==> config.mk <==
export PLATFORM = sky130hd
export DESIGN_NAME = result_bcd_converter
export DESIGN_NICKNAME = d
export VERILOG_FILES = /design/src/rtl/result_bcd_pkg.sv /design/src/rtl/bcd_digit_adj.sv /design/src/rtl/result_bcd_converter.sv
export SDC_FILE = /design/constraint.sdc
export NUM_CORES = 1
export LEC_CHECK = 0
export ABC_AREA = 1
export BUFFER_PORTS_ARGS = -buffer_cell sky130_fd_sc_hd__buf_2
export CAP_MARGIN = 30
export CORE_MARGIN = 10
export CORE_UTILIZATION = 50
export CTS_CLUSTER_SIZE = 20
export DETAILED_ROUTE_END_ITERATION = 10
export GPL_TIMING_DRIVEN = 0
export PLACE_DENSITY = 0.68
export SLEW_MARGIN = 20
export SYNTH_ARGS = -nofsm -noshare
export SYNTH_HDL_FRONTEND = slang
export SYNTH_SLANG_ARGS = --single-unit
==> constraint.sdc <==
create_clock -name clk -period 1.7 [get_ports clk]
set_clock_uncertainty 0.15 [all_clocks]
set_input_delay 0.34 -clock clk [delete_from_list [all_inputs] [get_ports clk]]
set_output_delay 0.34 -clock clk [all_outputs]
set_load 0.02 [all_outputs]
==> src/rtl/result_bcd_pkg.sv <==
// Shared definitions for the result BCD converter: FSM states, default
// sizing, the blank digit code shown for error results, and the default
// shift-counter width.
package result_bcd_pkg;

  localparam int WIDTH_DEF  = 16;
  localparam int DIGITS_DEF = 5;
  localparam int CNT_W      = $clog2(WIDTH_DEF);

  localparam logic [3:0] BLANK_DIGIT = 4'hF;

  typedef enum logic [1:0] {
    IDLE = 2'd0,
    CONV = 2'd1,
    HOLD = 2'd2
  } state_t;

endpackage

==> src/rtl/bcd_digit_adj.sv <==
// Double-dabble digit correction: adds 3 to a BCD digit that is 5 or more,
// so that the following left shift carries correctly into the next digit.
// Ports: din (4-bit digit in), dout (4-bit corrected digit out). Purely
// combinational; no carry leaves the digit.
module bcd_digit_adj (
  input  logic [3:0] din,
  output logic [3:0] dout
);

  assign dout = (din >= 4'd5) ? din + 4'd3 : din;

endmodule

==> src/rtl/result_bcd_converter.sv <==
// Captures the multiplier product on the rising edge of mul_done and
// converts it to packed BCD, one bit per cycle (result WIDTH edges after
// capture). Error results skip conversion and show all-blank digits.
// Ports: clk, reset (sync active-low), mul_done/mul_result/mul_error from
// the multiplier; bcd, bcd_valid, busy, err_flag, overrun (sticky) out.
module result_bcd_converter
  import result_bcd_pkg::*;
#(
  parameter int WIDTH  = WIDTH_DEF,
  parameter int DIGITS = DIGITS_DEF
) (
  input  logic                  clk,
  input  logic                  reset,
  input  logic                  mul_done,
  input  logic [WIDTH-1:0]      mul_result,
  input  logic                  mul_error,
  output logic [4*DIGITS-1:0]   bcd,
  output logic                  bcd_valid,
  output logic                  busy,
  output logic                  err_flag,
  output logic                  overrun
);

  localparam int CW = (WIDTH > 1) ? $clog2(WIDTH) : 1;
  localparam int AW = 4*DIGITS;

  state_t            state_q, state_d;
  logic              done_q;
  logic [WIDTH-1:0]  bin_q, bin_d;
  logic [AW-1:0]     acc_q, acc_d;
  logic [CW-1:0]     cnt_q, cnt_d;
  logic [AW-1:0]     bcd_q, bcd_d;
  logic              valid_q, valid_d;
  logic              busy_q, busy_d;
  logic              err_q, err_d;
  logic              ovr_q, ovr_d;

  logic              trigger;
  logic [AW-1:0]     acc_adj;
  logic [AW+WIDTH-1:0] shifted;

  // Only the first cycle of a held-high done starts anything.
  assign trigger = mul_done & ~done_q;

  for (genvar g = 0; g < DIGITS; g++) begin : g_adj
    bcd_digit_adj u_adj (
      .din  (acc_q[4*g +: 4]),
      .dout (acc_adj[4*g +: 4])
    );
  end

  // Correct all digits first, then shift the combined {acc, bin} by one.
  assign shifted = {acc_adj[AW-2:0], bin_q, 1'b0};

  always_comb begin
    state_d = state_q;
    bin_d   = bin_q;
    acc_d   = acc_q;
    cnt_d   = cnt_q;
    bcd_d   = bcd_q;
    valid_d = valid_q;
    busy_d  = busy_q;
    err_d   = err_q;
    ovr_d   = ovr_q;
    case (state_q)
      IDLE, HOLD: begin
        if (trigger) begin
          if (!mul_error) begin
            bin_d   = mul_result;
            acc_d   = '0;
            cnt_d   = '0;
            busy_d  = 1'b1;
            valid_d = 1'b0;
            err_d   = 1'b0;
            ovr_d   = 1'b0;
            state_d = CONV;
          end else begin
            bcd_d   = {DIGITS{BLANK_DIGIT}};
            err_d   = 1'b1;
            valid_d = 1'b1;
            busy_d  = 1'b0;
            state_d = HOLD;
          end
        end
      end
      CONV: begin
        acc_d = shifted[AW+WIDTH-1:WIDTH];
        bin_d = shifted[WIDTH-1:0];
        cnt_d = cnt_q + CW'(1);
        // A new product while converting is dropped but remembered.
        if (trigger) ovr_d = 1'b1;
        if (cnt_q == CW'(WIDTH-1)) begin
          bcd_d   = shifted[AW+WIDTH-1:WIDTH];
          valid_d = 1'b1;
          busy_d  = 1'b0;
          state_d = HOLD;
        end
      end
      default: state_d = IDLE;
    endcase
  end

  always_ff @(posedge clk) begin
    if (!reset) begin
      state_q <= IDLE;
      done_q  <= 1'b0;
      bin_q   <= '0;
      acc_q   <= '0;
      cnt_q   <= '0;
      bcd_q   <= '0;
      valid_q <= 1'b0;
      busy_q  <= 1'b0;
      err_q   <= 1'b0;
      ovr_q   <= 1'b0;
    end else begin
      state_q <= state_d;
      done_q  <= mul_done;
      bin_q   <= bin_d;
      acc_q   <= acc_d;
      cnt_q   <= cnt_d;
      bcd_q   <= bcd_d;
      valid_q <= valid_d;
      busy_q  <= busy_d;
      err_q   <= err_d;
      ovr_q   <= ovr_d;
    end
  end

  assign bcd       = bcd_q;
  assign bcd_valid = valid_q;
  assign busy      = busy_q;
  assign err_flag  = err_q;
  assign overrun   = ovr_q;

endmodule

==> results.cfg <==
[floorplan]
ioPinCount = 44
initial_utilization_pct = 52.1
die_w_um = 102
die_h_um = 102
die_area_sq_um = 10400
core_area_sq_um = 6420
num_rows = 29

[timing]
holdWs_ns = 0.0549
finalSetupViolations = 0
setup_tns_ns = 0
min_period_ns = 1.58
max_slew_margin_pct = 57.0
tightest_slew_ns = 0.645
fmax_mhz = 635
finalHoldViolCount = 0
finalCritPeriodShare_pct = 92.7
drv_slew = 0

[global_routing]
grt_pass1_wl_um = 13900
grt.total_usage_pct = 16.6
grt_max_degree = 12
grt-ovfl-total = 0
antenna_found_initial = 0
grt_pass1_vias = 3126

[worst_hold_path]
hold_class = in2reg
holdCritStartpoint = mul_done
worstHoldEndpoint = done_q
whs_path_depth = 3

[synthesis]
yosysWarnings = 0
seq_area_frac_synth_pct = 40.1
synth_common_cells = nand2_1 (145), dfxtp_1 (67), inv_1 (67), nor2_1 (62), o21ai_0 (38)
synth_cell_types = 28
synth_top_area_cell = dfxtp_1
ys.flop_type = dfxtp_1
synth-edff-count = 0
synth_area_sq_um = 3350
yosys-top-cells-area = dfxtp_1 (40%), nand2_1 (16%), inv_1 (7.5%), nor2_1 (7.0%), o21ai_0 (5.7%)
postSynthCellCount = 497
syn_nets = 528
avgSynthCellArea_sq_um = 6.74
synth_top_area_share_pct = 40.1
async_flop_share_pct = 0
ys_ff_latch = 67
yosysMostFrequentCell = nand2_1

[layout]
layout-drive-gt1-share_pct = 18.7
fin_cells = 634
nets = 583
antenna_cells = 0
area_growth_pct = 18.0
fin_area_sq_um = 3950

[run]
maxCapViolations = 0

[routing]
drc = 0
wl_um = 8180
detail_route.first_pass.iterations = 4
drt-wirelength-per-cell_um = 12.9
routed_via_density = 5.08
vias = 3221
drt_iter0_drc = 215
postRouteAntennaNets = 0

[pwr]
swShare_pct = 28.0
p_total_mw = 4.13
clockPowerShare_pct = 38.9
p_int_mw = 2.98
switchingPower_mw = 1.16
power_frac_comb_pct = 17.8
pwr-share-seq_pct = 43.3
ir_drop_uv = 593
p_leak_nw = 1.96
p_per_area_nw_per_um2 = 1050

[worst_setup_path]
r2r-end = bcd[8]
crit_path_cell_trace = ha_2 > nand3_1 > nand2_2 > nand3_4 > inv_2 > nand3_1 > nand2_1 > inv_1
cp_data_arrival_time_ns = 1.66
start_kind = flip-flop
end_kind = flip-flop
cp.required_ns = 1.79
critPathMaxStageDelay_ns = 0.36
regToRegStartpoint = cnt_q[0]
r2r_setup_slack_ns = 0.12
crit_fanout = 9
reg2regPathDepth = 8
path_delay_family = simple AND/OR/NAND/NOR gates
cp_slowest_cell = dfxtp_2
cp_common_cell = nand3_1
setup.worst_path.class = reg2reg
crit_buf_inv = 2

[cts]
cts_tree = yes
cts_buffers = 9
cts.sinks = 67
clk_transition_reported_paths_ns = 0.07
cts_root_buf = clkbuf_8
clk_latency_ns = 0.34
cts_buffer_depth = 2
htreeDepth = 3
holdBufCountCts = 0

[place]
io_buffers = 43
dp_hpwl_um = 6000
place_area_sq_um = 3660
dp.cells = 617
place_congestion = 0.893

[status]
status = finished, final reports clean
==> cell families after synthesis <==
kind of cell / synth area share (%)
AND/OR/NAND/NOR: 33.9
AO/OA/AOI/OAI: 11.0
flip-flops: 40.1
buffers and inverters: 10.9
adder cells (fa/ha/maj): 4.11
==> power by group through the flow <==
| stage | clock network [mW] | logic, mW | registers [mW] |
|---|---|---|---|
| after CTS | 1.63 | 0.732 | 1.78 |
| final | 1.61 | 0.737 | 1.79 |
| after global placement | 0 | 0.709 | 1.81 |
| after floorplan | 0 | 0.449 | 1.88 |
| after detailed placement | 0 | 0.723 | 1.82 |
| after global routing | 1.70 | 0.850 | 1.80 |
==> registers in the layout, indices dropped and copies added, names as in the netlist <==
register / flops
acc_q: 20
bcd: 20
bin_q: 16
cnt_q: 4
state_q: 2
bcd_valid: 1
busy: 1
done_q: 1
err_flag: 1
overrun: 1
==> tightest hold or removal path: stages <==
cell     delay [ns]
buf_2          0.09
nand2_1        0.04
inv_1          0.04
==> layer usage <==
metal	wire length (um)	global-route usage [%]	part of all wire (%)
met1	3690	20.1	45
met2	3880	27.8	47
met3	478	3.91	5.8
met4	140	6.83	1.7
met5	0	0	0
==> stage by stage <==
| step | setup WS (ns) | utilization (%) |
|---|---|---|
| 2_1_floorplan | 0.225 | - |
| 3_3_place_gp | -0.220 | 57.0 |
| 3_5_place_dp | -0.200 | 57.0 |
| 4_1_cts | 0.00555 | 60.9 |
| 5_1_grt | -0.00812 | 61.5 |
| 6_report | 0.125 | 61.5 |
==> how the worst max path moves through the flow <==
stage,from,cells past startpoint,end,slack (ns)
6_report,cnt_q[0],8,bcd[8],0.12
5_1_grt,done_q,9,acc_q[3],-0.008
4_1_cts,done_q,9,acc_q[3],0.006
3_5_place_dp,mul_done,8,overrun,-0.20
3_3_place_gp,mul_done,8,overrun,-0.22
2_1_floorplan,acc_q[16],6,bcd[19],0.22
==> cell type report <==
class	count	area (sq um)
Buffer	17	111
Clock buffer	11	141
Inverter	70	263
Sequential cell	67	1350
Tap cell	77	96.3
Multi-Input combinational cell	343	1670
Clock inverter	5	100
Fill cell	639	2470
Timing Repair Buffer	44	223
==> cell usage in the layout, fill, tap and decap left out, types with 10 or more instances in the layout <==
cell type / count
inv_1: 66
nor2_1: 62
nand3_1: 29
nand2_1: 143
o21ai_0: 37
ha_1: 10
dfxtp_1: 63
a21oi_1: 19
clkbuf_8: 10
buf_2: 48
==> what timing repair did <==
item                                    4_1_cts  5_1_grt
endpoints found under the setup margin       11       48
setup buffers                                 0        1
pin swaps                                     0        1
gates resized for setup                       3       13
Power figures use the tool's default switching activity.
